**src/rtl/pipe_ctrl_pkg.sv**
```systemverilog
// Shared types and constants for the pipeline stall/flush controller.
// Stage vectors are indexed with STG_* (bit 0 = fetch ... bit 4 = writeback).
package pipe_ctrl_pkg;

    typedef enum logic [1:0] {
        RUN        = 2'd0,
        DIV_WAIT   = 2'd1,
        FLUSH_HOLD = 2'd2
    } ctrlState_t;

    localparam int DIV_CYCLES = 34;
    localparam int DIV_CNT_W  = 6;
    localparam logic [DIV_CNT_W-1:0] DIV_LOAD_VAL = DIV_CNT_W'(DIV_CYCLES - 1);

    localparam int NUM_STAGES = 5;
    localparam int STG_F = 0;
    localparam int STG_D = 1;
    localparam int STG_E = 2;
    localparam int STG_M = 3;
    localparam int STG_W = 4;

    typedef logic [NUM_STAGES-1:0] stageVec_t;

    localparam stageVec_t ALL_STAGES = '1;

    function automatic stageVec_t stageBit(input int idx);
        return stageVec_t'(1) << idx;
    endfunction

endpackage

```
**src/rtl/div_timer.sv**
```systemverilog
// Divider hold down-counter: load, decrement-to-zero, zero flag.
module div_timer
    import pipe_ctrl_pkg::*;
(
    input  logic                 clk,
    input  logic                 rst,
    input  logic                 load,
    input  logic [DIV_CNT_W-1:0] loadVal,
    input  logic                 dec,
    output logic                 zero
);

    logic [DIV_CNT_W-1:0] cntReg;

    always_ff @(posedge clk) begin
        if (rst) begin
            cntReg <= '0;
        end else if (load) begin
            cntReg <= loadVal;
        end else if (dec && (cntReg != '0)) begin
            cntReg <= cntReg - 1'b1;
        end
    end

    assign zero = (cntReg == '0);

endmodule

```
**src/rtl/pipe_stall_ctrl.sv**
```systemverilog
// Pipeline hazard controller: per-stage stall/flush with fixed event priority.
// Optional stall-cycle counter enabled by PIPE_STALL_PERF_EN.
module pipe_stall_ctrl
    import pipe_ctrl_pkg::*;
(
    input  logic        clk,
    input  logic        rst,
    input  logic        i_stall,
    input  logic        d_stall,
    input  logic [4:0]  rsD,
    input  logic [4:0]  rtD,
    input  logic [4:0]  rtE,
    input  logic        mem_read_enE,
    input  logic        div_startE,
    input  logic        mispredE,
    input  logic        exceptM,
    output logic        stallF,
    output logic        stallD,
    output logic        stallE,
    output logic        stallM,
    output logic        stallW,
    output logic        flushF,
    output logic        flushD,
    output logic        flushE,
    output logic        flushM,
    output logic        flushW,
    output logic        div_busy,
    output logic [31:0] stall_cnt
);

    ctrlState_t stateReg;
    ctrlState_t stateNext;
    logic       divBusyReg;

    stageVec_t  stallRaw;
    stageVec_t  flushRaw;
    stageVec_t  stallVec;
    stageVec_t  flushVec;

    logic                 timerLoad;
    logic [DIV_CNT_W-1:0] timerLoadVal;
    logic                 timerDec;
    logic                 divZero;

    logic memStall;
    logic loadUse;

    assign memStall = i_stall | d_stall;
    assign loadUse  = mem_read_enE && (rtE != 5'd0) && ((rtE == rsD) || (rtE == rtD));

    div_timer u_div_timer (
        .clk     (clk),
        .rst     (rst),
        .load    (timerLoad),
        .loadVal (timerLoadVal),
        .dec     (timerDec),
        .zero    (divZero)
    );

    always_comb begin
        stallRaw     = '0;
        flushRaw     = '0;
        stateNext    = stateReg;
        timerLoad    = 1'b0;
        timerLoadVal = '0;
        timerDec     = 1'b0;

        case (stateReg)
            FLUSH_HOLD: begin
                if (memStall) begin
                    stallRaw = ALL_STAGES;
                end else begin
                    flushRaw  = ALL_STAGES;
                    stateNext = RUN;
                end
            end
            default: begin
                if (exceptM) begin
                    // Exception aborts any divide in flight.
                    timerLoad = 1'b1;
                    if (memStall) begin
                        stallRaw  = ALL_STAGES;
                        stateNext = FLUSH_HOLD;
                    end else begin
                        flushRaw  = ALL_STAGES;
                        stateNext = RUN;
                    end
                end else begin
                    // The divider keeps counting underneath a memory stall.
                    if (stateReg == DIV_WAIT) begin
                        if (divZero) begin
                            stateNext = RUN;
                        end else begin
                            timerDec = 1'b1;
                        end
                    end

                    if (memStall) begin
                        stallRaw = ALL_STAGES;
                    end else if ((stateReg == DIV_WAIT) && !divZero) begin
                        stallRaw = stageBit(STG_F) | stageBit(STG_D) | stageBit(STG_E);
                        flushRaw = stageBit(STG_M);
                    end else if ((stateReg == RUN) && div_startE) begin
                        stallRaw     = stageBit(STG_F) | stageBit(STG_D) | stageBit(STG_E);
                        flushRaw     = stageBit(STG_M);
                        timerLoad    = 1'b1;
                        timerLoadVal = DIV_LOAD_VAL;
                        stateNext    = DIV_WAIT;
                    end else if (loadUse) begin
                        stallRaw = stageBit(STG_F) | stageBit(STG_D);
                        flushRaw = stageBit(STG_E);
                    end else if (mispredE && !stallRaw[STG_E]) begin
                        flushRaw = stageBit(STG_D);
                    end
                end
            end
        endcase
    end

    // Reset blanks everything; a flush always overrides a stall on the same stage.
    generate
        for (genvar gi = 0; gi < NUM_STAGES; gi++) begin : g_stage
            assign flushVec[gi] = !rst && flushRaw[gi];
            assign stallVec[gi] = !rst && stallRaw[gi] && !flushRaw[gi];
        end
    endgenerate

    always_ff @(posedge clk) begin
        if (rst) begin
            stateReg   <= RUN;
            divBusyReg <= 1'b0;
        end else begin
            stateReg   <= stateNext;
            divBusyReg <= (stateNext == DIV_WAIT);
        end
    end

    assign stallF = stallVec[STG_F];
    assign stallD = stallVec[STG_D];
    assign stallE = stallVec[STG_E];
    assign stallM = stallVec[STG_M];
    assign stallW = stallVec[STG_W];
    assign flushF = flushVec[STG_F];
    assign flushD = flushVec[STG_D];
    assign flushE = flushVec[STG_E];
    assign flushM = flushVec[STG_M];
    assign flushW = flushVec[STG_W];

    assign div_busy = divBusyReg;

`ifdef PIPE_STALL_PERF_EN
    logic [31:0] stallCntReg;

    always_ff @(posedge clk) begin
        if (rst) begin
            stallCntReg <= '0;
        end else if (stallVec[STG_F] && (stallCntReg != 32'hFFFF_FFFF)) begin
            stallCntReg <= stallCntReg + 32'd1;
        end
    end

    assign stall_cnt = stallCntReg;
`else
    assign stall_cnt = 32'd0;
`endif

endmodule

```
**config.mk**
```make
export PLATFORM = sky130hd
export DESIGN_NAME = pipe_stall_ctrl
export DESIGN_NICKNAME = d
export VERILOG_FILES = /design/src/rtl/pipe_ctrl_pkg.sv /design/src/rtl/div_timer.sv /design/src/rtl/pipe_stall_ctrl.sv
export SDC_FILE = /design/constraint.sdc
export NUM_CORES = 1
export LEC_CHECK = 0
export CAP_MARGIN = 5
export CELL_PAD_IN_SITES_DETAIL_PLACEMENT = 0
export CELL_PAD_IN_SITES_GLOBAL_PLACEMENT = 1
export CORE_MARGIN = 2
export CORE_UTILIZATION = 26
export CTS_CLUSTER_DIAMETER = 80
export CTS_CLUSTER_SIZE = 40
export DETAILED_ROUTE_END_ITERATION = 12
export PLACE_DENSITY = 0.95
export SYNTH_ARGS = -nofsm -noshare
export SYNTH_HDL_FRONTEND = slang
export SYNTH_SLANG_ARGS = --single-unit
```
**constraint.sdc**
```tcl
create_clock -name clk -period 4.4 [get_ports clk]
set_clock_uncertainty 0.15 [all_clocks]
set_input_delay 0.66 -clock clk [delete_from_list [all_inputs] [get_ports clk]]
set_output_delay 0.66 -clock clk [all_outputs]
set_load 0.01 [all_outputs]
```
; Yosys cells after proc, flatten, opt, wreduce, memory -nomap -nowiden
; Index checks and enable logic that the tools add are counted.
[totals]
out_inout_bits = 43
word_cells = 83
ff_bits = 9
inputBits = 23
[op_classes]
mux = 40
reduce_logical = 33
eq_ne = 5
add_sub_neg = 1
bitwise_logic = 1
[ops]
columns = operator, count
row1 = 6-bit two-way mux, 7
row2 = 5-bit two-way mux, 7
row3 = 2-bit two-way mux, 11
row4 = 1-bit logical AND, 20
row5 = 4-bit two-way mux, 3
row6 = 5-bit == test, 2
row7 = 1-bit two-way mux, 9
row8 = 3-bit two-way mux, 3
row9 = 1-bit logical NOT, 7
row10 = 6-bit logical NOT, 1
row11 = 6-bit nonzero test, 1
row12 = "6-bit by 1-bit subtractor with 6-bit output, second input constant", 1
row13 = 5-bit nonzero test, 1
row14 = "2-bit by 1-bit == test with 1-bit output, second input constant", 2
row15 = "2-bit == test, second input constant", 1
row16 = 2-bit logical NOT, 1
row17 = 2-bit nonzero test, 1
row18 = 1-bit logical OR, 1
row19 = 1-bit OR, 1

; Longest topological paths before layout
; Gate-level depths: netlist of run 1.
[depth]
ltp_word = 11
mapped_depth = 7
ltp_nobuf = 7

; Modules after synthesis
; Synthesis of run 1 repeated with hierarchy kept, for this count alone.
[hier_totals]
hier_cells = 135
hier_area_um2 = 1062.3
[modules_own_cells]
columns = mod, n_inst, cells_each, seq_area_each_um2, area_each_um2
row1 = pipe_stall_ctrl, 1, 93, 60.1, 690.7
row2 = div_timer, 1, 42, 120.1, 371.6

; Worst setup path before layout of run 1
; No wires, ideal clock.
[synth_path]
path_kind = register to output
from = reg u_div_timer.cntReg[2]
to = out flushE
arrival_time_ps = 1827
required_time_ps = 3590
path_buffers = 0
setup_slack_ps = 1763
path_stages_with_launch = 6
path_cell_list = dfxtp_1 -> or3_4 -> o311a_4 -> nor4_4 -> or4b_1 -> o21ai_0
[synth_via]
elab_chain_len = 8
[synth_lines]
columns = item, line
row1 = start: declaration, div_timer.sv:13  ; logic [DIV_CNT_W-1:0] cntReg;
row2 = start signal: assignment, div_timer.sv:19  ; cntReg <= loadVal;
row3 = start signal: assignment, div_timer.sv:21  ; cntReg <= cntReg - 1'b1;
row4 = 6-bit logical NOT, div_timer.sv:25  ; assign zero = (cntReg == '0);
row5 = 1-bit logical NOT, pipe_stall_ctrl.sv:100  ; end else if ((stateReg == DIV_WAIT) && !divZero) begin
row6 = 1-bit logical AND, pipe_stall_ctrl.sv:100
row7 = 4-bit two-way mux, pipe_stall_ctrl.sv:100
row8 = 4-bit two-way mux, pipe_stall_ctrl.sv:98  ; if (memStall) begin
row9 = 5-bit two-way mux, pipe_stall_ctrl.sv:78  ; if (exceptM) begin
row10 = 5-bit two-way mux, pipe_stall_ctrl.sv:68  ; case (stateReg)
row11 = 1-bit logical AND, pipe_stall_ctrl.sv:123  ; assign flushVec[gi] = !rst && flushRaw[gi];
row12 = end: declaration, pipe_stall_ctrl.sv:24  ; output logic flushE,
; No other way between the ends.

; Worst setup path in the final report of run 1
[layout_path]
from = in rtE[3]
to = out flushE
[layout_via]
elab_chain_len = 10
elab_cells_between_ends = 13
classes_between = eq/ne: 2 / mux: 6 / reduce/logical: 5
[layout_lines]
columns = item, line
row1 = start: declaration, pipe_stall_ctrl.sv:12  ; input logic [4:0] rtE,
row2 = 5-bit == test or 5-bit nonzero test (tied branches), pipe_stall_ctrl.sv:49  ; assign loadUse = mem_read_enE && (rtE != 5'd0) && ((rtE == rsD) || (rtE == rtD));
row3 = 1-bit logical OR or 1-bit logical AND (tied branches), pipe_stall_ctrl.sv:49
row4 = 1-bit logical AND *, pipe_stall_ctrl.sv:49
row5 = 3-bit two-way mux *, pipe_stall_ctrl.sv:109  ; end else if (loadUse) begin
row6 = 4-bit two-way mux *, pipe_stall_ctrl.sv:103  ; end else if ((stateReg == RUN) && div_startE) begin
row7 = 4-bit two-way mux *, pipe_stall_ctrl.sv:100
row8 = 4-bit two-way mux *, pipe_stall_ctrl.sv:98
row9 = 5-bit two-way mux *, pipe_stall_ctrl.sv:78
row10 = 5-bit two-way mux *, pipe_stall_ctrl.sv:68
row11 = 1-bit logical AND *, pipe_stall_ctrl.sv:123
; Every way passes the cells marked *; elsewhere a longest branch is shown, timed or not.

==> results of run 1 <==
==> power groups by stage <==
stage	Clock [uW]	Sequential (uW)	Combinational, uW
after floorplan	0	87.9	71.2
after global placement	0	88.5	89.2
after detailed placement	0	88.6	89.6
after CTS	101	87.1	90.2
after global routing	105	87.4	99.7
final	99.1	87.2	89.7
==> path summary, 6_finish.rpt <==
kind	startpoint	endpoint	cells after the start
worst min register to register	stateReg[1]	div_busy	1
worst max register to register	u_div_timer.cntReg[2]	u_div_timer.cntReg[3]	5
worst min-delay path	stateReg[1]	div_busy	1
worst max-delay path	rtE[3]	flushE	7
==> state kept, by name, summed over array words and instances (netlist names) <==
name	count
stateReg	2
div_busy	1
u_div_timer.cntReg	6
==> cells in the final DEF (no fill, tap or decap), types with 2 or more instances in the layout <==
master / count
nand2b_1: 3
ha_1: 2
nor2_1: 16
conb_1: 32
clkbuf_8: 3
a211oi_1: 3
o22ai_1: 4
nor3_1: 3
clkdlybuf4s50_1: 33
inv_1: 5
nand2_1: 5
dfxtp_1: 9
nand3_1: 3
xor2_1: 12
o21ai_0: 5
or3_1: 2
==> worst reg2reg max path, cell delays in order (launching register included) <==
cell and delay, ns:
dfxtp_1 0.35, or3_4 0.41, o311ai_0 0.59, nor4_1 0.12, xnor2_1 0.16, nor2_1 0.05
==> area by class of cell <==
cell class / count / share of cell area (%)
clock buffers: 4 / 3.492
flip-flops and latches: 9 / 13.97
inverters: 5 / 1.455
repair buffers: 34 / 26.19
well taps: 48 / 4.656
multi-input cells: 109 / 50.24
==> cells by family after synthesis <==
kind of cell	count (synthesis)	synth area share [%]
buffers and inverters	41	28.07
and+or+nand+nor	39	21.37
AOI/OAI and AO/OA	22	16.81
xor gates and xnor gates	13	11.50
DFF	9	18.20
adders and majority gates	2	2.528
other	1	0.3789
muxes	1	1.138
==> per-stage QoR <==
stage | cell area [um2] | util, % | hold slack (ns)
2_1_floorplan | 1106 | - | 0.3001
3_3_place_gp | 1245 | 34.01 | 0.3206
3_5_place_dp | 1245 | 34.01 | 0.3437
4_1_cts | 1290 | 35.24 | 0.3522
5_1_grt | 1290 | 35.24 | 0.3766
6_report | 1290 | 35.24 | 0.3489
==> cells in the mapped netlist (2+ instances only) <==
master    count
clkbuf_1      3
or3_1         2
nand2b_1      3
ha_1          2
a211oi_1      3
nand3_1       3
xor2_1       12
nor2_1       16
nor3_1        3
o22ai_1       4
nand2_1       5
inv_1         5
dfxtp_1       9
buf_4        33
o21ai_0       5
==> per-layer routing <==
metal / vias up / routed length (um) / track usage [%]
li1: 441 / - / -
met1: 378 / 852 / 12.28
met2: 43 / 971 / 16.04
met3: 2 / 175 / 1.712
met4: 0 / 24 / 7.031
met5: - / 0 / 0
==> metrics.md, run 1 <==
| Metric | Value |
|---|---|
| Initial DRC count | 22 |
| Multi-input gate area | 648.1 um2 |
| YS warnings | 0 |
| Post-synth EDFFs | 0 |
| Sequential share of the synthesized area | 18.20% |
| Top_reg_cell synth | dfxtp_1 |
| Total Power | 276.0 uW |
| Worst-path clk slew | 0.05 ns |
| Layout Nets | 187 |
| Initial antenna violation count | 0 |
| Mapped Cells | 128 |
| Placer Congestion | roughly 0.7 |
| Slowest stage cell, crit path | clkdlybuf4s50_1 |
| Ant diodes | 0 |
| Final Hold Vio Count | 0 |
| Routed len/inst | 9.684 um |
| Final period util | 82.06% |
| Root Buffer | clkbuf_8 |
| Post-synthesis cell area | 989.7 um2 |
| Synth unique cells | 35 |
| Post-DP HPWL | 1683 um |
| Int Pwr | between 150 and 200 uW |
| DR DRC count | 0 |
| Clock buffer count from CTS | 3 |
| Post-DR vias/cell | 4.134 |
| Setup violators final | 0 |
| Core box area | 3661 um2 |
| Post-synth top area share | between 20% and 30% |
| Slew HR | 54.01% |
| Async set-or-reset flop fraction in the synthesized netlist | 0% |
| Status | completed |
| Gr ovfl total | 0 |
| Final WL | 2024 um |
| Crit path buffers/inverters | 2 |
| Share of post-route cells with drive strength above 1 | between 4 and 5% |
| Fmax | 277.0 MHz |
| Synth top area cells | buf_4 (25%), dfxtp_1 (18%), xor2_1 (11%) |
| Worst slew pin tran | a little under 0.7 ns |
| Vias | around 860 |
| CTS tree | built |
| Flop-to-flop setup slack | 2.46 ns |
| Clock share of power | 35.9% |
| Number of port buffers | 33 |
| First-pass GRT wire length | 3443 um |
| Die Wd | 65.70 um |
| LEAKAGE | 0.0005265 uW |
| Post-CTS setup buffers | 0 |
| Worst EP required | 3.59 ns |
| Class of the worst hold path | reg -> reg |
| Global router's overall resource usage | 10.10% |
| Placed cells | 205 |
| Worst-path fanout max | 3 |
| Sequential share of power | about a third |
| Area Overhead vs Synth | 30.34% |
| Most used cell, CP | clkdlybuf4s50_1 |
| Largest net degree at the start of global routing | 14 |
| Layout filler cell count | approximately 390 |
| Unrepaired setup endpoints after global routing | false |
| Setup crit end kind | output port |
| Die area | roughly 4300 um2 |
| Sw power | 84.76 uW |
| Mean post-synth cell area | 7.732 um2 |
| Maximum vdd drop | 0.00006627 V |
| Number of H-tree levels | 1 |
| Post-CTS Hold Buffers | 0 |
| IO Pins | 66 |
| Min cycle time layout | 3.611 ns |
| Cts repair resizes | 0 |
| Worst Path Arrival | about 2.8 ns |
| DIE HEIGHT | 65.70 um |
| Initial core utilization | between 20% and 30% |
| Cells along the critical path | clkdlybuf4s50_1 -> xor2_1 -> nor3_1 -> a22oi_1 -> or4b_1 -> o21ai_0 -> clkdlybuf4s50_1 |
| Seq. cell area | approximately 180 um2 |
| Place WS | about 0.8 ns |
| Flops & latches, synth | 9 |
| Router iterations before antenna repair | 4 |
| ANT nets after route | 0 |
| Setup TNS | 0 ns |
| CP top delay family | buffers and inverters |
| Final Max Tran Viols | 0 |
| Clock buffer depth | 2 |
| CP Launch Type | primary input |
| Non-Filler Instances | approximately 210 |
| Max_cap viols | 0 |
| Power per Cell Area | ~210 nW/um2 |
| Fin worst setup slack | 0.7894 ns |
| Vias in the first global route | 798 |
| Largest stage delay on the critical path | 0.57 ns |
| Worst skew pair latency | 0.24 ns |
| Site Rows | 22 |
| Sw frac | 30.71% |
| Cell taking the most area after synthesis | buf_4 |
| WS Path Type | in -> out |
| CTS sink count | 9 |
| Logic pwr share | 32.5% |
(Power assumes the default switching activity.)
==> run 2, diff against run 1 <==
Settings changed: CORE_UTILIZATION 26 to 24, PLACE_DENSITY 0.95 to 0.89.
Clock period 4.4 ns to 3.6 ns, I/O delays scaled along.
==> run 2 against run 1 <==
  * Register-to-register slack worse by 0.78 ns
  * Die area is 7.8% higher
  * Non-clock buffer count is 2 higher
  * Hold slack better by 0.0080 ns
  * Clock-buffer cell count stayed put
  * Sequential power is 23% higher
  * Final area is 1.4% higher
==> metrics.md, run 2 (synthesis results as in run 1) <==
| Metric | Value |
|---|---|
| Placer Congestion | 0.7400 |
| Slowest stage cell, crit path | clkdlybuf4s50_1 |
| Placed Area | around 1300 um2 |
| Fmax | 297.6 MHz |
| Initial DRC count | 20 |
| Power per Cell Area | 256.1 nW/um2 |
| Max reg flops | 6 |
| Root Buffer | clkbuf_8 |
| Setup violators final | 0 |
| Post-CTS Hold Buffers | 0 |
| Worst skew pair latency | 0.23 ns |
| Slew HR | 59.59% |
| Area Overhead vs Synth | 32.11% |
| Largest net degree at the start of global routing | 13 |
| Number of port buffers | 33 |
| Die Wd | between 60 and 70 um |
| Crit path buffers/inverters | 2 |
| DIE HEIGHT | 68.22 um |
| Setup crit end kind | output port |
| Clock buffer depth | 2 |
| Worst-path fanout max | 3 |
| CP Launch Type | primary input |
| Maximum vdd drop | 0.0001235 V |
| LEAKAGE | 0.0005365 uW |
| Place WS | 0.2266 ns |
| Placed cells | 209 |
| IO Pins | 66 |
| Unrepaired setup endpoints after global routing | false |
| Worst slew pin tran | around 0.6 ns |
| Worst Path Arrival | 2.67 ns |
| CTS tree | built |
| Number of H-tree levels | 1 |
| Gr ovfl total | 0 |
| CTS sink count | 9 |
| CP top delay family | buffers and inverters |
| Post-CTS setup buffers | 0 |
| Ant diodes | 0 |
| Final period util | slightly above 90% |
| Most used cell, CP | clkdlybuf4s50_1 |
| WS Path Type | in -> out |
| Share of post-route cells with drive strength above 1 | 6.135% |
| Final Hold Vio Count | 0 |
| Initial core utilization | around 25% |
| Non-Filler Instances | 213 |
| Final WL | ~2000 um |
| Cells along the critical path | clkdlybuf4s50_1 -> xor2_1 -> nor3_1 -> a22oi_1 -> or4b_1 -> o21ai_0 -> clkdlybuf4s50_1 |
| Max_cap viols | 0 |
| Biggest register | u_div_timer.cntReg |
| Worst-path clk slew | 0.04 ns |
| Final instance area | 1308 um2 |
| Most frequent cells in the layout | clkdlybuf4s50_1 (33), conb_1 (32), nor2_1 (16), xor2_1 (12), dfxtp_1 (9) |
| Initial antenna violation count | 0 |
| Site Rows | 23 |
| Setup TNS | 0 ns |
| Layout Nets | 189 |
| Post-DR vias/cell | 4.089 |
| Cts repair resizes | 0 |
| Min cycle time layout | 3.361 ns |
| Fin worst setup slack | 0.2395 ns |
| Worst EP required | 2.91 ns |
| Post-DP HPWL | approximately 1700 um |
| Vias | 871 |
| Status | completed |
| Core box area | 3971 um2 |
| First-pass GRT wire length | 3346 um |
| Class of the worst hold path | reg -> reg |
| Final Max Tran Viols | 0 |
| Commonest non-fill, non-tap cell in the layout | clkdlybuf4s50_1 |
| Clock buffer count from CTS | 3 |
| Largest stage delay on the critical path | 0.56 ns |
| Die area | 4653 um2 |
| Vias in the first global route | 808 |
| Router iterations before antenna repair | 4 |
| Global router's overall resource usage | 9.333% |
| Routed len/inst | roughly 9.4 um |
| DR DRC count | 0 |
| ANT nets after route | 0 |
## run 2: cell count changes in the layout (fill, tap and decap cells not counted), sizes merged
| cell | previous run | this run |
|---|---|---|
| buf | 1 | 3 |
## run 2: worst paths after layout
check | from | to | slack [ns] | depth (start not counted)
worst max-delay path | rtE[2] | flushE | 0.24 | 7
worst min-delay path | stateReg[1] | div_busy | 0.36 | 1
worst max register to register | u_div_timer.cntReg[2] | u_div_timer.cntReg[5] | 1.68 | 5
worst min register to register | stateReg[1] | div_busy | 0.36 | 1
## run 2: power by group
part           switching [uW]  internal (uW)
Clock                    39.3           77.1
Combinational            57.3           54.5
Sequential               3.23            103
## run 2: stage by stage
| stage | total power [uW] | hold slack, ns | utilization [%] |
|---|---|---|---|
| final | 334.9 | 0.3569 | 32.92 |
| after global routing | 357.6 | 0.3686 | 32.92 |
| after global placement | 219.4 | 0.3416 | 31.79 |
| after floorplan | 194.5 | 0.3001 | - |
| after detailed placement | 219.6 | 0.3302 | 31.79 |
| after CTS | 338.9 | 0.3501 | 32.92 |
## run 2: area by class of cell
cell class                 instances  area [um2]
timing repair buffer              36       352.8
multi-input combinational        109       648.1
fill                             423        2664
inverter                           5       18.77
sequential                         9       180.2
clock buffer                       4       45.04
tap                               50       62.56
## run 2: routing by layer
layer | global-route usage, % | vias up | part of all wire, %
li1 | - | 448 | -
met1 | 11.35 | 376 | 46
met2 | 15.78 | 45 | 46
met3 | 0.6579 | 2 | 6.4
met4 | 6.000 | 0 | 1.1
met5 | 0 | - | 0
## run 2: worst reg2reg max path, delay by kind of cell (launching register included)
kind | cells | cell delay [ns]
compound gates | 3 | 0.74
flops | 1 | 0.34
simple gates | 2 | 0.60
